**config.mk**
```make
export PLATFORM = sky130hd
export DESIGN_NAME = clock_period_meter
export DESIGN_NICKNAME = d
export VERILOG_FILES = /design/src/rtl/clock_meter_pkg.sv /design/src/rtl/sync_edge_detect.sv /design/src/rtl/clock_period_meter.sv
export SDC_FILE = /design/constraint.sdc
export NUM_CORES = 1
export LEC_CHECK = 0
export CORE_MARGIN = 2
export CORE_UTILIZATION = 48
export CTS_CLUSTER_DIAMETER = 60
export DETAILED_ROUTE_END_ITERATION = 12
export GPL_TIMING_DRIVEN = 0
export PLACE_DENSITY = 0.75
export SLEW_MARGIN = 20
export SYNTH_ARGS = -nofsm -noshare
export SYNTH_HDL_FRONTEND = slang
export SYNTH_SLANG_ARGS = --single-unit
export TNS_END_PERCENT = 10
```
**constraint.sdc**
```tcl
create_clock -name clk -period 2.15 [get_ports clk]
set_input_delay 0.3225 -clock clk [delete_from_list [all_inputs] [get_ports clk]]
set_output_delay 0.3225 -clock clk [all_outputs]
set_load 0.005 [all_outputs]
```
**src/rtl/clock_meter_pkg.sv**
```systemverilog
// Shared types and default constants for the clock period meter.
package clock_meter_pkg;

    // Measurement state: waiting for a first rising edge, or timing periods.
    typedef enum logic {
        IDLE    = 1'b0,
        MEASURE = 1'b1
    } meter_state_e;

    localparam int DEF_CNT_W       = 32;
    localparam int DEF_TIMEOUT     = 200_000_000;
    localparam int DEF_MIN_PERIOD  = 4;
    localparam int DEF_SYNC_STAGES = 2;

endpackage

```
**src/rtl/sync_edge_detect.sv**
```systemverilog
// Multi-flop synchroniser for an asynchronous level, followed by a delay
// flop that yields single-cycle rise and fall strobes. SYNC_STAGES >= 2.
module sync_edge_detect #(
    parameter int SYNC_STAGES = 2
) (
    input  logic clk,
    input  logic rst_n,
    input  logic sig_in,
    output logic level,
    output logic rise,
    output logic fall
);

    logic [SYNC_STAGES-1:0] sync_q;
    logic                   prev_q;

    // Shift the raw input through the synchroniser, then remember the last level.
    always_ff @(posedge clk or negedge rst_n) begin
        if (!rst_n) begin
            sync_q <= '0;
            prev_q <= 1'b0;
        end else begin
            sync_q <= {sync_q[SYNC_STAGES-2:0], sig_in};
            prev_q <= sync_q[SYNC_STAGES-1];
        end
    end

    assign level = sync_q[SYNC_STAGES-1];
    assign rise  = level & ~prev_q;
    assign fall  = ~level & prev_q;

endmodule

```
**src/rtl/clock_period_meter.sv**
```systemverilog
// Measures period and high time of a slow asynchronous square wave in clk
// cycles. The signal is only ever sampled as data. cnt holds the number of
// clk edges since the last detected rise (1 on the edge after the rise), so
// at the next rise it equals the period directly; at a fall it equals the
// high time directly.
module clock_period_meter
    import clock_meter_pkg::*;
#(
    parameter int CNT_W       = DEF_CNT_W,
    parameter int TIMEOUT     = DEF_TIMEOUT,
    parameter int MIN_PERIOD  = DEF_MIN_PERIOD,
    parameter int SYNC_STAGES = DEF_SYNC_STAGES
) (
    input  logic             clk,
    input  logic             rst_n,
    input  logic             sig_in,
    output logic [CNT_W-1:0] period,
    output logic [CNT_W-1:0] high_time,
    output logic             period_valid,
    output logic             locked,
    output logic             timeout,
    output logic             glitch
);

    localparam logic [CNT_W-1:0] TIMEOUT_C = CNT_W'(TIMEOUT);
    localparam logic [CNT_W-1:0] MIN_C     = CNT_W'(MIN_PERIOD);
    localparam logic [CNT_W-1:0] ONE_C     = CNT_W'(1);

    logic sig_level;
    logic sig_rise;
    logic sig_fall;

    meter_state_e     state_q, state_d;
    logic [CNT_W-1:0] cnt_q, cnt_d;
    logic [CNT_W-1:0] hi_cap_q, hi_cap_d;
    logic [CNT_W-1:0] period_q, period_d;
    logic [CNT_W-1:0] high_q, high_d;
    logic             valid_q, valid_d;
    logic             locked_q, locked_d;
    logic             timeout_q, timeout_d;
    logic             glitch_q, glitch_d;

    sync_edge_detect #(
        .SYNC_STAGES(SYNC_STAGES)
    ) u_sync (
        .clk   (clk),
        .rst_n (rst_n),
        .sig_in(sig_in),
        .level (sig_level),
        .rise  (sig_rise),
        .fall  (sig_fall)
    );

    // Cycle counter: restarts on every rise, saturates at TIMEOUT so it never wraps.
    always_comb begin
        cnt_d = cnt_q;
        if (sig_rise) begin
            cnt_d = ONE_C;
        end else if (cnt_q >= TIMEOUT_C) begin
            cnt_d = TIMEOUT_C;
        end else begin
            cnt_d = cnt_q + ONE_C;
        end
    end

    // Next-state and output logic; a rise always wins over the timeout check.
    always_comb begin
        state_d   = state_q;
        hi_cap_d  = hi_cap_q;
        period_d  = period_q;
        high_d    = high_q;
        valid_d   = 1'b0;
        glitch_d  = 1'b0;
        locked_d  = locked_q;
        timeout_d = timeout_q;
        unique case (state_q)
            IDLE: begin
                if (sig_rise) begin
                    state_d  = MEASURE;
                    hi_cap_d = '0;
                end
            end
            MEASURE: begin
                if (sig_rise) begin
                    hi_cap_d = '0;
                    if (cnt_q >= MIN_C) begin
                        period_d  = cnt_q;
                        // Input stayed high the whole period: high time equals the period.
                        high_d    = (hi_cap_q == '0) ? cnt_q : hi_cap_q;
                        valid_d   = 1'b1;
                        locked_d  = 1'b1;
                        timeout_d = 1'b0;
                    end else begin
                        glitch_d = 1'b1;
                    end
                end else if (sig_fall) begin
                    hi_cap_d = cnt_q;
                end else if (cnt_q >= TIMEOUT_C) begin
                    timeout_d = 1'b1;
                    locked_d  = 1'b0;
                    state_d   = IDLE;
                end
            end
            default: begin
                state_d = IDLE;
            end
        endcase
    end

    // State, counter and output registers.
    always_ff @(posedge clk or negedge rst_n) begin
        if (!rst_n) begin
            state_q   <= IDLE;
            cnt_q     <= '0;
            hi_cap_q  <= '0;
            period_q  <= '0;
            high_q    <= '0;
            valid_q   <= 1'b0;
            locked_q  <= 1'b0;
            timeout_q <= 1'b0;
            glitch_q  <= 1'b0;
        end else begin
            state_q   <= state_d;
            cnt_q     <= cnt_d;
            hi_cap_q  <= hi_cap_d;
            period_q  <= period_d;
            high_q    <= high_d;
            valid_q   <= valid_d;
            locked_q  <= locked_d;
            timeout_q <= timeout_d;
            glitch_q  <= glitch_d;
        end
    end

    assign period       = period_q;
    assign high_time    = high_q;
    assign period_valid = valid_q;
    assign locked       = locked_q;
    assign timeout      = timeout_q;
    assign glitch       = glitch_q;

endmodule

```
Word level (Yosys, flattened, before mapping). Index checks and enable logic that the tools add are counted.

Output and inout bits: 68. Input port bits: 3. Register bits: 136. Word-level logic and storage cells: 54.

Bitwise logic cells: 5. Order comparisons: 2. Muxes and demuxes: 26. Add/sub/neg operators: 1. Equality and inequality tests: 4. Reductions and logical operators: 5.

Operators with widths (count): $mux 32 (6); $pmux 32 s2 (1); $add 32x1->32 const B (1); $ge 32x28->1 const B (1); $ge 32x3->1 const B (1); $logic_not 32->1 (1); $mux 1 (18); $ne 2x2->1 const B (2); $reduce_and 4->1 (1); $ne 3x3->1 const B (1); $not 1->1 (3); $reduce_and 3->1 (1); $and 1x1->1 (2); $ne 2x1->1 const B (1); $pmux 1 s2 (1); $reduce_and 2->1 (1); $reduce_bool 2->1 (1).

Logic depth before layout (Yosys ltp). Gate-level depths: netlist (run 1).

Word-level depth: 5. Gate-level depth with buffers: 8. Gate-level depth less buffers: 6.

Hierarchy. From an unflattened synthesis (run 1), not the netlist that was laid out.

Cells, all modules: 507. Area, all modules: 5924.4 sq um.

Modules (own cells, without submodules): clock_period_meter (times used 1, area each 5834.3 sq um, cells an instance 502, seq. area each 3328.2 sq um); sync_edge_detect (times used 1, area each 90.1 sq um, cells an instance 5, seq. area each 75.1 sq um).

Worst setup path after synthesis (run 1). Ideal clock, no wire load.

Path kind: reg2reg. From: register cnt_q[20]. To: register period_q[10], in the netlist period[10]. Clock period less this slack: 2.108 ns. Data arrival time: 1.983 ns. Data required time: 2.025 ns. Path slack: 0.042 ns. Path buffers: 2. Library setup time: 0.125 ns. Stages on the path, launching flop included: 7. Path through: dfrtp_1 buf_2 nor4_1 nand4_1 o311ai_4 buf_4 mux2_2.

Cells in the longest elaborated chain, start to end: 2.

RTL lines: from (decl) (RTL line clock_period_meter.sv:34) `logic [CNT_W-1:0] cnt_q, cnt_d;`; from (signal assigned) (RTL line clock_period_meter.sv:124) `cnt_q <= cnt_d;`; $ge 32x3->1 (RTL line clock_period_meter.sv:86) `if (cnt_q >= MIN_C) begin`; $reduce_and 3->1 (no source line); to (signal assigned) (RTL line clock_period_meter.sv:126) `period_q <= period_d;`; to (decl) (RTL line clock_period_meter.sv:36) `logic [CNT_W-1:0] period_q, period_d;`.

Every way passes these cells. A chain may end at the register's enable or synchronous reset.

Worst setup path after layout (run 1).
From: register cnt_q[12]. To: register period_q[30], in the netlist period[30].

The elaborated chain is that of the path after synthesis.

==> results of run 1 <==
==> cell families after synthesis <==
kind of cell / count (synthesis) / synth area share [%]
flip-flops: 136 / 60.4
AND/OR/NAND/NOR: 136 / 11.5
AO/OA/AOI/OAI: 123 / 13.9
buffers and inverters: 51 / 4.20
multiplexers: 26 / 5.20
XOR/XNOR: 25 / 3.89
adder cells (fa/ha/maj): 4 / 0.888
other: 1 / 0.0665
==> area by class of cell <==
class,count,area [um2],area share (%)
Clock inverter,4,45.0,0.623
Buffer,36,210,2.91
Tap cell,143,179,2.48
Multi-Input combinational cell,318,2080,28.8
Inverter,10,37.5,0.519
Timing Repair Buffer,77,785,10.9
Clock buffer,25,485,6.72
Sequential cell,136,3410,47.1
==> power groups by stage <==
stage / Combinational (mW) / Sequential, mW / Clock [mW]
floorplan: 0.351 / 2.97 / 0
global placement: 0.829 / 2.98 / 0
detailed placement: 0.864 / 2.99 / 0
CTS: 0.877 / 2.96 / 2.67
global route: 0.948 / 2.99 / 2.80
finish: 0.869 / 2.97 / 2.65
==> path summary, 6_finish.rpt <==
path,from,cells past startpoint,slack [ns],to
worst min register to register,u_sync.sync_q[0]$_DFF_PN0_,0,0.36,u_sync.sync_q[1]$_DFF_PN0_
max in group asynchronous,rst_n,3,1.00,high_time[11]$_DFFE_PN0P_
min in group asynchronous,rst_n,2,0.39,high_time[26]$_DFFE_PN0P_
worst max register to register,cnt_q[12]$_DFF_PN0_,7,-0.03,period[30]$_DFFE_PN0P_
worst min-delay path,u_sync.sync_q[0]$_DFF_PN0_,0,0.36,u_sync.sync_q[1]$_DFF_PN0_
worst max-delay path,cnt_q[12]$_DFF_PN0_,7,-0.03,period[30]$_DFFE_PN0P_
==> synth_stat cells (9+ instances only) <==
library cell / n
dfrtp_1: 136
nand2_1: 51
a21oi_1: 43
a22o_1: 32
o21ai_1: 29
clkbuf_1: 26
nor2_1: 26
mux2_2: 19
nor4_1: 19
xnor2_1: 17
nand3_1: 13
o21ai_0: 11
inv_1: 10
nor3_1: 9
==> stage by stage <==
stage / utilization (%) / worst slack (ns) / instances / power [mW] / hold slack, ns
after floorplan: - / 0.0425 / 505 / 3.32 / 0.0269
after global placement: 57.2 / -4.34 / 718 / 3.81 / 0.346
after detailed placement: 57.4 / -0.474 / 719 / 3.85 / 0.234
after CTS: 63.0 / -0.0128 / 748 / 6.51 / 0.360
after global routing: 63.3 / -0.150 / 749 / 6.74 / 0.360
final: 63.3 / -0.0341 / 749 / 6.48 / 0.359
==> sequential cells by signal, summed over array words and instances (netlist names) <==
register       flops
u_sync.prev_q      1
period_valid       1
period            32
high_time         32
locked             1
cnt_q             32
timeout            1
hi_cap_q          32
glitch             1
u_sync.sync_q      2
state_q            1
==> layer usage <==
metal / vias up / share of wire (%) / global-route usage [%]
li1: 1953 / - / -
met1: 2170 / 43 / 30.0
met2: 147 / 50 / 36.3
met3: 27 / 5.1 / 4.75
met4: 0 / 2.1 / 9.27
met5: - / 0 / 0
==> worst max-delay path, delay by kind of cell (launching register included) <==
kind	cells	cell delay [ns]
AOI/OAI and AO/OA	1	0.29
muxes	1	0.35
DFF	1	0.35
buffers and inverters	3	0.56
and+or+nand+nor	2	0.52
==> what timing repair did <==
action	in CTS	in global routing
buffers inserted	3	2
endpoints found under the setup margin	97	110
gates cloned	0	0
hold endpoints to repair	43	0
resized for setup	20	14
pin swaps	4	4
hold buffers	1	0
==> metrics.txt, run 1 <==
run status complete, but fails checks; violated checks setup timing; # fillers between 900 and 1k; power share of the clock group between 40% and 50%; power density over the cells approximately 900 mW/mm2; top cell type's share of synthesized area around three fifths; number of global-route vias before repair about 4.3k; clock tree root driver cell clkbuf_16; most frequent standard cell in the layout excluding fill and tap cells dfrtp_1; buffer depth of the longest clock path 2; minimum clock period 2.18 ns; syn avg cell area 11.2 um2; # DRC 0; most used cells in the layout excluding fill and tap cells dfrtp_1, clkdlybuf4s50_1, nand2_1, a21oi_1, a22o_1; # H-tree levels 4; sort of element at the end of the critical path flop; post-synthesis register bit count approximately 140; initial core utilization approximately half; detailed-placement wirelength estimate ~9.1 mm; count of pins over their slew limit 0; Synth cell types 36; cells traversed along the worst timing path clkbuf_1 -> nor3_2 -> nand4_1 -> o311ai_4 -> buf_6 -> buf_4 -> mux2_1; Hold WC Path Type reg2reg; number of I/O port buffers 70; DR iter-0 viols between 300 and 400; area of the die roughly 0.013 mm2; max cap viols 0; peak supply drop around 0.6 mV; logic gate share of total power a little over an eighth; TritonCTS clock tree built; sequential power share between 40% and 50%; total of warnings raised by yosys 0; arrival time reported for the critical path endpoint roughly 2.5 ns; predominant post-synthesis flop cell dfrtp_1; EDFF count, synth 0; Static Leakage 3.09 nW; width of the die roughly 110 um; sequential area share after synthesis around three fifths; routed length per instance around 18 um; fraction of power spent switching nets about a quarter; area growth from synthesis to final layout 28.2%; cell type with the largest total area after synthesis dfrtp_1; clock sink count between 100 and 150; Slowest-stage cell, CP dfrtp_1; post-route fraction of the period consumed by the critical path 102%; maximum fanout encountered on the critical timing path 10; row count 39; clock transition at the registers of the reported paths roughly 0.050 ns; fmax ~460 MHz; final hold violation count 0; initial antenna violation count 0; RSZ-0062 raised after global routing true; number of optimization iterations in the first detailed-route pass 7; number of vias after detailed routing between 4k and 5k; area of all placed cells without fillers around 0.0072 mm2; type of the worst setup path reg2reg; kind of start point of the critical path flop; fraction of final layout cells with drive strength greater than 1 around 15%; Worst path max stage delay about 0.35 ns; weighted congestion reported at the end of routability-driven placement 0.859; Placeable Area 0.0114 mm2; global-route wire length before repair 22.2 mm; clock tree skew after final layout approximately 0.0089 ns; cell count after synthesis 502; NumNets Final 603; Total GRT Usage between 20 and 25%; power dissipated by switching net loads ~1.6 mW; mapped cell area 0.00564 mm2; vertical extent of the die between 100 and 150 um; final routed wirelength across all metal layers between 10 and 15 mm; area post-placement about 0.0066 mm2; top cells by area in the synthesized netlist dfrtp_1, a22o_1, a21oi_1; max_slew headroom between 50% and 60%; number of routed nets with antenna violations 0; largest net degree at the start of global routing between 90 and 100; cts bufs inserted 17; clock latency of the later-clocked register in the worst-skew pair around 0.42 ns; ports placed on the boundary 71; ys async rst share between 90% and 100%; internal power approximately 4.9 mW; worst-case setup margin in the final layout -0.0341 ns; via-per-instance ratio roughly 5.7; Setup violations, final 17; transition at the pin with the smallest max-transition slack 0.637 ns; final global-route overflow total 0; Worst EP required about 2.4 ns; post-route setup TNS -0.127 ns; n_diodes 0
No activity file was read; power rests on OpenSTA's default activity.
==> run 2: changes to the inputs <==
--- a/config.mk
+++ b/config.mk
@@ -7,7 +7,6 @@
 export LEC_CHECK = 0
 export CORE_MARGIN = 2
 export CORE_UTILIZATION = 48
-export CTS_CLUSTER_DIAMETER = 60
 export DETAILED_ROUTE_END_ITERATION = 12
 export GPL_TIMING_DRIVEN = 0
 export PLACE_DENSITY = 0.75
==> results of run 2 <==
Final layout, timing and power as in run 1 (identical DEF).
==> run 3: changes to the inputs <==
--- a/config.mk
+++ b/config.mk
@@ -5,7 +5,6 @@
 export SDC_FILE = /design/constraint.sdc
 export NUM_CORES = 1
 export LEC_CHECK = 0
-export CORE_MARGIN = 2
 export CORE_UTILIZATION = 48
 export DETAILED_ROUTE_END_ITERATION = 12
 export GPL_TIMING_DRIVEN = 0
==> metrics.txt, run 3 (synthesis gave the netlist of run 1 again) <==
sequential cell area roughly 0.0034 mm2; via-per-instance ratio 5.76; # H-tree levels 4; initial core utilization about half; maximum fanout encountered on the critical timing path 10; clock tree skew after final layout roughly 0.01 ns; pre-CTS setup slack -0.503 ns; count of pins over their slew limit 0; ports placed on the boundary 71; cell family with the largest share of critical-path delay simple AND/OR/NAND/NOR gates; Placeable Area 0.0114 mm2; clock sink count roughly 140; Setup violations, final 0; power dissipated by switching net loads ~1.6 mW; Slowest-stage cell, CP dfrtp_2; fraction of power spent switching nets approximately a quarter; post-route fraction of the period consumed by the critical path about 100%; weighted congestion reported at the end of routability-driven placement a little over 0.8; internal power about 4.9 mW; path depth of the worst reg2reg path 6; crit path buf inv count 2; Worst path max stage delay ~0.44 ns; transition at the pin with the smallest max-transition slack about 0.64 ns; number of routed nets with antenna violations 0; Hold WC Path Type in2reg; number of I/O port buffers 70; Hold Path End u_sync.sync_q[0]$_DFF_PN0_; number of vias after detailed routing approximately 4.3k; FF-to-FF End period[2]$_DFFE_PN0P_; max cap viols 0; Total GRT Usage between 20% and 30%; area post-placement between 0.006 and 0.007 mm2; number of global-route vias before repair 4112; initial antenna violation count 0; power share of the clock group 41.5%; area of the die between 0.01 and 0.015 mm2; vertical extent of the die between 100 and 150 um; # DRC 0; RSZ-0062 raised after global routing true; sequential power share between 40% and 50%; buffer depth of the longest clock path 2; global-route wire length before repair 21.2 mm; logic gate share of total power approximately an eighth; TritonCTS clock tree built; clock tree root driver cell clkbuf_16; peak supply drop 0.542 mV; largest net degree at the start of global routing between 80 and 90; kind of start point of the critical path flop; max_slew headroom between 50% and 60%; run status completed; final global-route overflow total 0; DR iter-0 viols ~290; fmax approximately 470 MHz; final routed wirelength across all metal layers 13.4 mm; post-route setup TNS 0 ns; # fillers 910; routed length per instance between 15 and 20 um; clock latency of the later-clocked register in the worst-skew pair 0.42 ns; most frequent standard cell in the layout excluding fill and tap cells dfrtp_1; number of optimization iterations in the first detailed-route pass 5; row count 39; Static Leakage 3.13 nW; cells traversed along the worst timing path nor4_4 -> nand4_1 -> o311ai_4 -> buf_6 -> buf_8 -> mux2_1; slack of the worst reg-to-reg path ~0.0085 ns; fraction of final layout cells with drive strength greater than 1 between 15 and 20%; Worst EP required 2.45 ns; sort of element at the end of the critical path flop; arrival time reported for the critical path endpoint about 2.4 ns; detailed-placement wirelength estimate 8.90 mm; width of the die 110 um; cts bufs inserted 17; startpoint of the most critical hold path sig_in; cell depth of the worst min-delay path 1; minimum clock period roughly 2.1 ns; multi-input combinational cell area ~0.0021 mm2; type of the worst setup path reg2reg; worst-case setup margin in the final layout roughly 0.0085 ns; area of all placed cells without fillers between 0.007 and 0.008 mm2; final hold violation count 0; NumNets Final 600; area growth from synthesis to final layout 29.2%; clock transition at the registers of the reported paths about 0.060 ns; power density over the cells between 900 and 1000 mW/mm2; most used cells in the layout excluding fill and tap cells dfrtp_1, clkdlybuf4s50_1, nand2_1, a21oi_1, a22o_1; n_diodes 0; Power Total 6.56 mW; FF-to-FF Start cnt_q[29]$_DFF_PN0_
## run 3: changes by cell type in the layout (fill, tap and decap cells not counted), sizes merged
cell	delta
clkinv	+5
clkbuf	-4
buf	-1
## run 3: how the worst max path moves through the flow
stage                                 start                  endpoint  cells past startpoint
floorplan               cnt_q[20]$_DFF_PN0_    period[10]$_DFFE_PN0P_                      6
global placement                      rst_n    period[10]$_DFFE_PN0P_                      1
detailed placement      cnt_q[29]$_DFF_PN0_    period[18]$_DFFE_PN0P_                      5
CTS                     cnt_q[20]$_DFF_PN0_     period[2]$_DFFE_PN0P_                      7
global route        u_sync.prev_q$_DFF_PN0_  hi_cap_q[19]$_DFFE_PN0P_                      7
finish                  cnt_q[29]$_DFF_PN0_     period[2]$_DFFE_PN0P_                      6
## run 3: per-layer routing
layer	vias up	part of all wire (%)	GRT usage, %	wire (um)
met3	27	4.7	4.53	623
met5	-	0	0	0
met4	0	1.8	9.30	244
met1	2199	44	32.1	5880
met2	140	50	36.7	6630
li1	1949	-	-	-
## run 3: what timing repair did
action | 4_1_cts | 5_1_grt
setup endpoints to repair | 97 | 116
gates cloned | 0 | 0
hold buffers | 1 | 0
setup buffers | 2 | 3
pin swaps | 3 | 6
hold endpoints to repair | 52 | 0
gates resized for setup | 18 | 29
## run 3: worst register-to-register path: cells and delay by family, from the launching register on
| family | cells | cell delay [ns] |
|---|---|---|
| flip-flops | 1 | 0.44 |
| multiplexers | 1 | 0.34 |
| buffers and inverters | 2 | 0.35 |
| AND/OR/NAND/NOR | 2 | 0.61 |
| AO/OA/AOI/OAI | 1 | 0.27 |
## run 3: layout make-up
type	count	share of cell area (%)
buffer	33	3.03
inverter	10	0.516
clock inverter	9	1.01
timing repair buffer	77	10.8
clock buffer	23	6.57
multi-input combinational	318	28.8
sequential	136	46.8
tap	143	2.46
## run 3: power by group through the flow
| stage | logic, mW | clock network, mW | registers (mW) |
|---|---|---|---|
| 2_1_floorplan | 0.351 | 0 | 2.97 |
| 5_1_grt | 0.961 | 2.85 | 3.00 |
| 4_1_cts | 0.862 | 2.74 | 2.96 |
| 3_5_place_dp | 0.853 | 0 | 2.99 |
| 6_report | 0.870 | 2.72 | 2.97 |
| 3_3_place_gp | 0.827 | 0 | 2.98 |
## run 3: through the flow
step                hold slack [ns]  cells  util [%]
global route                  0.370    749      63.7
finish                        0.364    749      63.7
CTS                           0.371    750      63.1
floorplan                    0.0269    505         -
global placement              0.346    718      57.2
detailed placement            0.262    719      57.4
